$ cat src/rtl/mc_ctrl_fsm.sv
// Multi-cycle MIPS-subset control FSM.
// Sequences FETCH/DCD/EXE/MEM/WB for add, addu, subu, ori, lui, lw, sw, beq
// and j; illegal instructions, add overflow and memory-wait timeouts park the
// machine in an absorbing TRAP state that only reset can leave.
module mc_ctrl_fsm #(
  parameter int MEM_WAIT_MAX = 15,
  parameter int TRAP_ON_OVF  = 1
) (
  input  logic       clk,
  input  logic       rst,
  input  logic [5:0] opcode,
  input  logic [5:0] funct,
  input  logic       zero,
  input  logic       flow,
  input  logic       mem_ready,
  output logic       PCWr,
  output logic       IRWr,
  output logic       GPRWr,
  output logic       DMWr,
  output logic       mem_req,
  output logic [1:0] ALUOp,
  output logic [1:0] NPCOp,
  output logic [2:0] state,
  output logic       trap,
  output logic       retire
);

  typedef enum logic [2:0] {
    S_FETCH = 3'd0,
    S_DCD   = 3'd1,
    S_EXE   = 3'd2,
    S_MEM   = 3'd3,
    S_WB    = 3'd4,
    S_TRAP  = 3'd5
  } state_t;

  localparam logic [5:0] OP_RTYPE = 6'h00;
  localparam logic [5:0] OP_ORI   = 6'h0D;
  localparam logic [5:0] OP_LUI   = 6'h0F;
  localparam logic [5:0] OP_LW    = 6'h23;
  localparam logic [5:0] OP_SW    = 6'h2B;
  localparam logic [5:0] OP_BEQ   = 6'h04;
  localparam logic [5:0] OP_J     = 6'h02;
  localparam logic [5:0] FN_ADD   = 6'h20;
  localparam logic [5:0] FN_ADDU  = 6'h21;
  localparam logic [5:0] FN_SUBU  = 6'h23;

  localparam logic [1:0] ALU_ADD = 2'b00;
  localparam logic [1:0] ALU_SUB = 2'b01;
  localparam logic [1:0] ALU_OR  = 2'b10;
  localparam logic [1:0] ALU_LUI = 2'b11;

  localparam logic [1:0] NPC_SEQ    = 2'b00;
  localparam logic [1:0] NPC_BRANCH = 2'b01;
  localparam logic [1:0] NPC_JUMP   = 2'b10;

  // A zero-width counter is not legal, so MEM_WAIT_MAX=0 keeps one dead bit.
  localparam int WAIT_W = (MEM_WAIT_MAX > 0) ? $clog2(MEM_WAIT_MAX + 1) : 1;
  localparam logic [WAIT_W-1:0] WAIT_SAT  = WAIT_W'(MEM_WAIT_MAX);
  localparam logic [WAIT_W-1:0] WAIT_LAST = WAIT_W'((MEM_WAIT_MAX > 0) ? MEM_WAIT_MAX - 1 : 0);
  localparam bit TIMEOUT_EN = (MEM_WAIT_MAX > 0);
  localparam bit OVF_TRAPS  = (TRAP_ON_OVF != 0);

  state_t            state_q;
  logic [WAIT_W-1:0] wait_cnt;

  logic is_add, is_addu, is_subu, is_ori, is_lui, is_lw, is_sw, is_beq, is_j;
  logic is_legal, in_wait, wait_timeout, ovf_trap;

  // Instruction decode from the IR fields.
  always_comb begin
    is_add   = (opcode == OP_RTYPE) && (funct == FN_ADD);
    is_addu  = (opcode == OP_RTYPE) && (funct == FN_ADDU);
    is_subu  = (opcode == OP_RTYPE) && (funct == FN_SUBU);
    is_ori   = (opcode == OP_ORI);
    is_lui   = (opcode == OP_LUI);
    is_lw    = (opcode == OP_LW);
    is_sw    = (opcode == OP_SW);
    is_beq   = (opcode == OP_BEQ);
    is_j     = (opcode == OP_J);
    is_legal = is_add | is_addu | is_subu | is_ori | is_lui |
               is_lw | is_sw | is_beq | is_j;
  end

  // Memory-wait bookkeeping: timeout fires on the last permitted waiting cycle.
  always_comb begin
    in_wait      = (state_q == S_FETCH) || (state_q == S_MEM);
    wait_timeout = TIMEOUT_EN && in_wait && !mem_ready && (wait_cnt == WAIT_LAST);
    ovf_trap     = OVF_TRAPS && is_add && flow;
  end

  // State register and saturating wait counter.
  always_ff @(posedge clk or posedge rst) begin
    if (rst) begin
      state_q  <= S_FETCH;
      wait_cnt <= '0;
    end else begin
      if (in_wait && !mem_ready) begin
        if (wait_cnt != WAIT_SAT) wait_cnt <= wait_cnt + 1'b1;
      end else begin
        wait_cnt <= '0;
      end

      case (state_q)
        S_FETCH: begin
          if (mem_ready)         state_q <= S_DCD;
          else if (wait_timeout) state_q <= S_TRAP;
        end
        S_DCD: begin
          if (is_j)           state_q <= S_FETCH;
          else if (!is_legal) state_q <= S_TRAP;
          else                state_q <= S_EXE;
        end
        S_EXE: begin
          if (is_beq)             state_q <= S_FETCH;
          else if (is_lw | is_sw) state_q <= S_MEM;
          else if (ovf_trap)      state_q <= S_TRAP;
          else                    state_q <= S_WB;
        end
        S_MEM: begin
          if (mem_ready)         state_q <= is_sw ? S_FETCH : S_WB;
          else if (wait_timeout) state_q <= S_TRAP;
        end
        S_WB:    state_q <= S_FETCH;
        S_TRAP:  state_q <= S_TRAP;
        default: state_q <= S_TRAP;
      endcase
    end
  end

  assign state = state_q;

  // Control outputs from state, decode and inputs; reset masks every enable
  // combinationally so an aborted sw or writeback drops in the same cycle.
  always_comb begin
    PCWr    = 1'b0;
    IRWr    = 1'b0;
    GPRWr   = 1'b0;
    DMWr    = 1'b0;
    mem_req = 1'b0;
    ALUOp   = ALU_ADD;
    NPCOp   = NPC_SEQ;
    trap    = 1'b0;
    retire  = 1'b0;

    case (state_q)
      S_FETCH: begin
        mem_req = 1'b1;
        if (mem_ready) begin
          IRWr = 1'b1;
          PCWr = 1'b1;
        end
      end
      S_DCD: begin
        if (is_j) begin
          PCWr   = 1'b1;
          NPCOp  = NPC_JUMP;
          retire = 1'b1;
        end
      end
      S_EXE: begin
        if (is_subu | is_beq) ALUOp = ALU_SUB;
        else if (is_ori)      ALUOp = ALU_OR;
        else if (is_lui)      ALUOp = ALU_LUI;
        else                  ALUOp = ALU_ADD;
        if (is_beq) begin
          PCWr   = zero;
          NPCOp  = NPC_BRANCH;
          retire = 1'b1;
        end
      end
      S_MEM: begin
        mem_req = 1'b1;
        DMWr    = is_sw;
        retire  = is_sw && mem_ready;
      end
      S_WB: begin
        GPRWr  = 1'b1;
        retire = 1'b1;
      end
      S_TRAP:  trap = 1'b1;
      default: trap = 1'b1;
    endcase

    if (rst) begin
      PCWr   = 1'b0;
      IRWr   = 1'b0;
      GPRWr  = 1'b0;
      DMWr   = 1'b0;
      trap   = 1'b0;
      retire = 1'b0;
    end
  end

endmodule
$ cat config.mk
export PLATFORM = sky130hd
export DESIGN_NAME = mc_ctrl_fsm
export DESIGN_NICKNAME = d
export VERILOG_FILES = /design/src/rtl/mc_ctrl_fsm.sv
export SDC_FILE = /design/constraint.sdc
export NUM_CORES = 1
export LEC_CHECK = 0
export ABC_AREA = 1
export CAP_MARGIN = 20
export CORE_MARGIN = 3
export CORE_UTILIZATION = 42
export DETAILED_ROUTE_END_ITERATION = 10
export PLACE_DENSITY = 0.78
export SLEW_MARGIN = 40
export SYNTH_ARGS = -nofsm -noshare
export SYNTH_HDL_FRONTEND = slang
export SYNTH_SLANG_ARGS = --single-unit
$ cat constraint.sdc
create_clock -name clk -period 1.7 [get_ports clk]
set_clock_uncertainty 0.1 [all_clocks]
set_input_delay 0.34 -clock clk [delete_from_list [all_inputs] [get_ports clk]]
set_output_delay 0.34 -clock clk [all_outputs]
set_load 0.03 [all_outputs]
==> summary.md, run 1 <==
| Metric | Value |
|---|---|
| Std-Cell Rows | 14 |
| Clock buffer depth | 2 |
| Cell with the most instances after synthesis | nand2_1 |
| Die W | between 40 and 50 um |
| All-layer global routing usage | 0.608 |
| CTS buffer count | 3 |
| Synth top area share | 0.228 |
| Most common library cells after synthesis | nand2_1 (30), nor2_1 (26), inv_1 (21) |
| EDFF count, synth | 0 |
| Synth Register Bits | 7 |
| Err | [ERROR GRT-0232] Routing congestion too high. Check the congestion heatmap in the GUI. |
| Synth area leader | dfrtp_1 |
| Mapped Cells | roughly 130 |
| Clock Sink Count | 7 |
| Top_reg_cell synth | dfrtp_1 |
| GRT worst endpoint | PCWr |
| Routability cong. | between 0.8 and 0.9 |
| Clk root buf | clkbuf_4 |
| Post-synthesis cell area | between 700 and 800 um2 |
| Yosys warnings | 0 |
| CTS H-tree depth | 1 |
| Worst ep type | primary output |
| Port bufs | 30 |
| Last stage | global routing (5_1_grt) |
| GRT Residual Overflow | 35 |
| Seq/Total Area, Yosys | 0.228 |
| Status | aborted with a tool error |
| Starting Density | 0.477 |
| Ys async rst share | 1.00 |
| Avg Cell Area, Syn | between 5 and 6 um2 |
| IO Count | 31 |
| DIE HEIGHT | just under 50 um |
| Netlist cell types | 23 |
| Hold buffers post-CTS | 0 |
| Leading post-synthesis cells by cell area | dfrtp_1 (23%), nand2_1 (15%), nor2_1 (13%), inv_1 (10%), nand3_1 (7.2%) |
| Post-DP HPWL | 1920 um |
| Syn Nets | 148 |
| Largest net degree at the start of global routing | 8 |
[layer usage]
layer,overflow,global-route usage
met5,0,0
met4,6,0.616
met3,0,0.373
met2,28,0.833
met1,1,0.612
[cell families after synthesis]
group / count (synthesis) / synth area share
buf+inv: 24 / 0.117
flops: 7 / 0.228
fa+ha+maj: 2 / 0.0326
compound gates: 11 / 0.0847
simple gates: 82 / 0.503
xor+xnor: 3 / 0.0342
[timing repair]
action,4_1_cts
resized for setup,73
pin swaps,19
gates cloned,0
endpoints found under the setup margin,13
buffers inserted,14
[stage by stage]
step | instances | setup TNS, ns | hold WS [ns] | area [um2] | worst slack, ns
2_1_floorplan | 129 | -0.0974 | 0.0432 | 817 | -0.0694
3_3_place_gp | 202 | -2.88 | 0.438 | 1260 | -0.475
3_5_place_dp | 202 | -3.31 | 0.447 | 1260 | -0.535
4_1_cts | 220 | -0.746 | 0.200 | 1480 | -0.165
==> run 2, diff against run 1 <==
- CORE_AREA: unset -> 3 3 64 66
- CORE_MARGIN: 3 -> unset
- CORE_UTILIZATION: 42 -> unset
- DIE_AREA: unset -> 0 0 67 69
- PLACE_DENSITY: 0.78 -> unset
- PLACE_DENSITY_LB_ADDON: unset -> 0.15
==> summary.md, run 2 <==
| Metric | Value |
|---|---|
| Status | finished, violations left |
| Failing checks | negative setup slack |
| Initial antenna violation count | 0 |
| Vias in the first global route | between 1,000 and 1,500 |
| Hold buffers post-CTS | 0 |
| Critical R2R Capture | wait_cnt[1] |
| Dpl cell area | roughly 1300 um2 |
| Slew HR | 0.763 |
| R2R Setup Slk | between 0.15 and 0.2 ns |
| Nets | 230 |
| DIE HEIGHT | 69 um |
| Final number of setup-violating endpoints | 7 |
| Avg Cell Area, Syn | ~6.0 um2 |
| Crit-path cells | nor3_4 > nand2_2 > a31oi_4 > buf_6 |
| Slew @ Worst Pin | between 0.3 and 0.4 ns |
| Port bufs | 30 |
| Crit path max-delay family | flip-flops |
| CTS H-tree depth | 1 |
| Clock buffer depth | 2 |
| Final worst path period share | 1.09 |
| Mapped Cells | 129 |
| Clock transition at path regs | approximately 0.04 ns |
| GRT Residual Overflow | 0 |
| IO Count | 31 |
| Worst Path Required | ~1.3 ns |
| Std-Cell Rows | 22 |
| Fin area | 1660 um2 |
| CTS buffer count | 3 |
| Place WS | -0.552 ns |
| Post-synthesis cell area | between 700 and 800 um2 |
| Final hold vios | 0 |
| Area Overhead vs Synth | 116% |
| RSZ-0062 raised after global routing | yes |
| # DRC | 0 |
| EDFF count, synth | 0 |
| Reg2Reg Launch Point | state[1] |
| Slowest-stage cell, CP | dfrtp_2 |
| Crit path capture | PCWr |
| TritonRoute pass-1 iters | 4 |
| Via count | roughly 1,100 |
| Biggest register | wait_cnt |
| Synth Register Bits | 7 |
| Most common cell after layout, fill and taps aside | buf_4 |
| First-pass GRT wire length | 4660 um |
| Buffer and inverter count on the worst path | 1 |
| Synth top area share | 0.228 |
| Drt total wl | 2800 um |
| Syn Nets | roughly 150 |
| Critical path class | reg -> out |
| Hold WC Path Type | in -> async |
| Slowest stage delay, CP | 0.48 ns |
| Most common library cells after synthesis | nand2_1 (30), nor2_1 (26), inv_1 (21) |
| Crit. Startpoint | state[1] |
| Pleak | about 0.83 nW |
| Netlist cell types | 23 |
| Routability cong. | approximately 0.77 |
| Largest net degree at the start of global routing | 8 |
| Die W | between 60 and 70 um |
| Synth area leader | dfrtp_1 |
| Worst IR drop on VDD | 0.144 mV |
| Core area | roughly 3600 um2 |
| Total chip power | about 530 uW |
| Post-layout min period | ~1.9 ns |
| Worst-skew pair later-pin latency | approximately 0.23 ns |
| Power Dens Cells | approximately 320 nW/um2 |
| CP Launch Type | flop |
| WL/cell | ~11 um |
| PnR worst setup slack | -0.155 ns |
| Clk root buf | clkbuf_8 |
| Share of layout cells above drive strength 1 | 0.571 |
| Max FFs per register | 4 |
| All-layer global routing usage | 0.126 |
| Die area | between 4000 and 5000 um2 |
| CTS tree | done |
| Leading post-synthesis cells by cell area | dfrtp_1 (23%), nand2_1 (15%), nor2_1 (13%), inv_1 (10%), nand3_1 (7.2%) |
| Critical Path Fanout Max | 6 |
| Worst path arrival time | ~1.4 ns |
| Worst Setup End Kind | primary output |
| Critical Path Stages | 4 |
| Via/cell ratio | around 4.3 |
| Yosys warnings | 0 |
| Ys async rst share | 1.00 |
| Fmax | roughly 540 MHz |
| Worst reg-to-reg path cell count | 7 |
| Starting Density | 0.211 |
| Antenna diodes | 0 |
| Post-DP HPWL | around 2000 um |
| Fin. max-slew vios | 0 |
| Clock Sink Count | 7 |
| Seq/Total Area, Yosys | 0.228 |
| Final ANT Viol Nets | 0 |
| Cell with the most instances after synthesis | nand2_1 |
| Most frequent cells in the layout | buf_4 (49), nand2_1 (22), inv_1 (16), nor2_1 (13), buf_6 (11) |
| Initial DRC count | 34 |
| Max-cap viol count | 0 |
| Fillers | ~370 |
| Top_reg_cell synth | dfrtp_1 |
-- run 2: timing repair --
| item | 4_1_cts | 5_1_grt |
|---|---|---|
| pin swaps | 16 | 17 |
| cloned | 0 | 0 |
| hold endpoints to repair | 0 | 0 |
| setup buffers | 23 | 2 |
| resized for setup | 71 | 23 |
| endpoints found under the setup margin | 14 | 14 |
-- run 2: layout make-up --
cell class	instances	area, um2	area share
well taps	48	60.1	0.0362
inverters	24	92.6	0.0558
flip-flops and latches	7	179	0.108
multi-input cells	98	663	0.400
repair buffers	77	618	0.373
clock buffers	4	45.0	0.0272
-- run 2: worst register-to-register path, stage by stage, from the launching register on --
cell and delay (ns):
dfrtp_2 0.48, nor2_4 0.14, nand2_2 0.07, buf_4 0.13
nand2_2 0.10, nand2_4 0.08, buf_4 0.14, o31ai_2 0.20
-- run 2: metrics by stage --
stage          utilization  setup TNS (ns)  hold slack, ns  cells
6_report             0.456          -0.483           0.425    258
5_1_grt              0.456           -1.32           0.484    258
4_1_cts              0.437          -0.469           0.428    257
3_5_place_dp         0.364           -3.34           0.457    230
3_3_place_gp         0.364           -3.18           0.433    230
2_1_floorplan            -         -0.0974          0.0432    129
-- run 2: metal layers --
layer / GRT usage / vias to the layer above / share of wire
met5: 0 / - / 0
met4: 0.0563 / 0 / 0.024
met3: 0.0114 / 13 / 0.036
met2: 0.226 / 29 / 0.54
met1: 0.144 / 499 / 0.40
li1: - / 564 / -
-- run 2: where the power goes --
| part | leakage (nW) | switching, mW | total, mW | internal [mW] |
|---|---|---|---|---|
| Combinational | 0.719 | 0.0621 | 0.133 | 0.0710 |
| Clock | 0.0228 | 0.0722 | 0.234 | 0.162 |
| Sequential | 0.0851 | 0 | 0.167 | 0.167 |
-- run 2: how the worst min path moves through the flow --
| stage | to | depth (start not counted) | slack [ns] |
|---|---|---|---|
| global route | wait_cnt[2] | 3 | 0.48 |
| CTS | wait_cnt[2] | 3 | 0.43 |
| floorplan | wait_cnt[0] | 1 | 0.04 |
| global placement | wait_cnt[1] | 2 | 0.43 |
| finish | wait_cnt[0] | 3 | 0.43 |
| detailed placement | wait_cnt[1] | 2 | 0.46 |
-- run 2: logic make-up (layout without fill, tap and decap cells) --
group | Yosys count | in the layout | share of synthesized area
xor gates and xnor gates | 3 | 3 | 0.0342
adders and majority gates | 2 | 2 | 0.0326
and+or+nand+nor | 82 | 82 | 0.503
DFF | 7 | 7 | 0.228
AOI/OAI and AO/OA | 11 | 11 | 0.0847
buffers and inverters | 24 | 105 | 0.117
Power figures use the tool's default switching activity.
==> run 3, diff against run 2 <==
- CTS_CLUSTER_SIZE: unset -> 24
==> results of run 3 <==
No change in the layout: final DEF, timing and power equal those of run 2.
==> run 4, diff against run 3 <==
- REMOVE_ABC_BUFFERS: unset -> 1
==> summary.md, run 4 (synthesis gave the netlist of run 2 again) <==
| Metric | Value |
|---|---|
| Status | finished, violations left |
| Failing checks | negative setup slack |
| Via/cell ratio | 4.19 |
| Drt total wl | between 2000 and 3000 um |
| CTS H-tree depth | 1 |
| Hold Slack | slightly above 0.2 ns |
| Worst path arrival time | roughly 1.4 ns |
| Max FFs per register | 4 |
| Sw Share | 0.244 |
| Clock transition at path regs | about 0.04 ns |
| Core area | around 3600 um2 |
| Routability cong. | around 0.77 |
| Antenna diodes | 0 |
| Clock Sink Count | 7 |
| Fillers | about 380 |
| Post-DP HPWL | approximately 2000 um |
| Post-layout min period | between 1.5 and 2 ns |
| CP dominant cell by count | nand2_1 |
| Die W | 67 um |
| GRT Residual Overflow | 0 |
| Crit path capture | PCWr |
| Slew HR | 0.791 |
| Clock share of power | 0.443 |
| Critical path class | reg -> out |
| Total chip power | 517 uW |
| Sequential fraction of design power | 0.324 |
| Area Overhead vs Synth | 109% |
| Via count | around 1,100 |
| Clk root buf | clkbuf_8 |
| Slew @ Worst Pin | 0.314 ns |
| Starting Density | 0.211 |
| IO Count | 31 |
| Hold WC Path Type | in -> async |
| CP Launch Type | flop |
| TritonRoute pass-1 iters | 4 |
| Power Dens Cells | roughly 320 nW/um2 |
| Slowest stage delay, CP | ~0.48 ns |
| Worst Setup End Kind | primary output |
| RSZ-0062 raised after global routing | yes |
| Buffer and inverter count on the worst path | 2 |
| Pleak | approximately 0.8 nW |
| Nets | around 220 |
| Internal power | 391 uW |
| Critical R2R Capture | state[0] |
| Critical Path Fanout Max | 5 |
| Vias in the first global route | about 1,000 |
| Crit path max-delay family | flip-flops |
| Worst reg-to-reg path cell count | 8 |
| Initial antenna violation count | 0 |
| Largest net degree at the start of global routing | 8 |
| First-pass GRT wire length | 4290 um |
| Die area | between 4000 and 5000 um2 |
| Port bufs | 30 |
| Hold buffers post-CTS | 0 |
| Most common cell after layout, fill and taps aside | buf_4 |
| Final hold vios | 0 |
| Critical Path Stages | 6 |
| Max-cap viol count | 0 |
| DIE HEIGHT | around 69 um |
| CTS buffer count | 3 |
| Crit-path cells | nor2_4 > nand2_1 > inv_1 > nand2_1 > a31oi_1 > buf_4 |
| Final ANT Viol Nets | 0 |
| Std-Cell Rows | 22 |
| R2R Setup Slk | roughly 0.26 ns |
| Share of layout cells above drive strength 1 | 0.490 |
| Combinational Power Share | 0.234 |
| Reg2Reg Launch Point | wait_cnt[0] |
| Worst IR drop on VDD | 0.312 mV |
| Worst Path Required | 1.26 ns |
| Slowest-stage cell, CP | dfrtp_2 |
| Biggest register | wait_cnt |
| Crit. Startpoint | state[1] |
| Switching pwr | between 100 and 150 uW |
| Most frequent cells in the layout | buf_4 (41), nand2_1 (27), inv_1 (19), nor2_1 (18), buf_6 (14) |
| PnR worst setup slack | -0.111 ns |
| WL/cell | about 11 um |
| # DRC | 0 |
| Fmax | roughly 550 MHz |
| Clock buffer depth | 2 |
| Fin. max-slew vios | 0 |
| All-layer global routing usage | 0.115 |
| Final number of setup-violating endpoints | 8 |
| Final worst path period share | 1.07 |
| Initial DRC count | 18 |
| Worst-skew pair later-pin latency | around 0.22 ns |
| CTS tree | done |
[run 4: cell types whose count changed in the layout (fill, tap and decap cells not counted), moves of 3 or more]
cell / delta
nor2_1: +5
nand2_4: -3
buf_6: +3
buf_4: -8
buf_2: -4
inv_1: +3
nand2_1: +5
nor2_2: -4
inv_2: -3
[run 4: metrics by stage]
| stage | TNS [ns] | instance area (um2) | utilization | instances | setup WS (ns) |
|---|---|---|---|---|---|
| 3_5_place_dp | -3.10 | 1250 | 0.343 | 225 | -0.473 |
| 3_3_place_gp | -3.03 | 1250 | 0.343 | 225 | -0.473 |
| 5_1_grt | -1.19 | 1610 | 0.442 | 252 | -0.199 |
| 6_report | -0.446 | 1610 | 0.442 | 252 | -0.111 |
| 4_1_cts | -0.548 | 1470 | 0.404 | 250 | -0.125 |
| 2_1_floorplan | -1.26 | 768 | - | 129 | -0.552 |
[run 4: area by class of cell]
type,count,area (um2),share of cell area
clock buffers,3,41.3,0.0257
clock inverters,1,5.00,0.00312
inverters,24,92.6,0.0576
multi-input cells,98,612,0.381
flip-flops and latches,7,179,0.111
well taps,48,60.1,0.0374
repair buffers,71,617,0.384
[run 4: power by group through the flow]
| stage | Combinational, mW | Sequential, mW | Clock [mW] |
|---|---|---|---|
| after detailed placement | 0.0997 | 0.170 | 0 |
| final | 0.121 | 0.167 | 0.229 |
| after global routing | 0.133 | 0.167 | 0.245 |
| after floorplan | 0.0289 | 0.170 | 0 |
| after CTS | 0.108 | 0.167 | 0.236 |
| after global placement | 0.0991 | 0.170 | 0 |
[run 4: worst reg2reg max path, cell delays in order (launching register included)]
cell and delay, ns:
dfrtp_1 0.37, inv_1 0.08, ha_1 0.19, inv_1 0.05
nor2_1 0.07, o21ai_0 0.16, nand3_1 0.10, a21oi_1 0.14
nand2_1 0.06
[run 4: layer usage]
metal | part of all wire | global-route usage
met2 | 0.51 | 0.192
met5 | 0 | 0
met3 | 0.044 | 0.0212
met1 | 0.44 | 0.151
met4 | 0.011 | 0.0225
[run 4: how the worst min path moves through the flow]
stage	cells past startpoint	to	slack (ns)	from
CTS	2	state[0]	0.21	rst
finish	2	state[0]	0.20	rst
global placement	2	wait_cnt[1]	0.43	wait_cnt[1]
global route	2	wait_cnt[1]	0.23	rst
floorplan	1	state[0]	0.04	rst
detailed placement	2	wait_cnt[1]	0.46	wait_cnt[1]
[run 4: what timing repair did]
item | in CTS | in global routing
buffers inserted | 21 | 6
pin swaps | 19 | 21
setup endpoints to repair | 11 | 15
gates resized for setup | 55 | 34
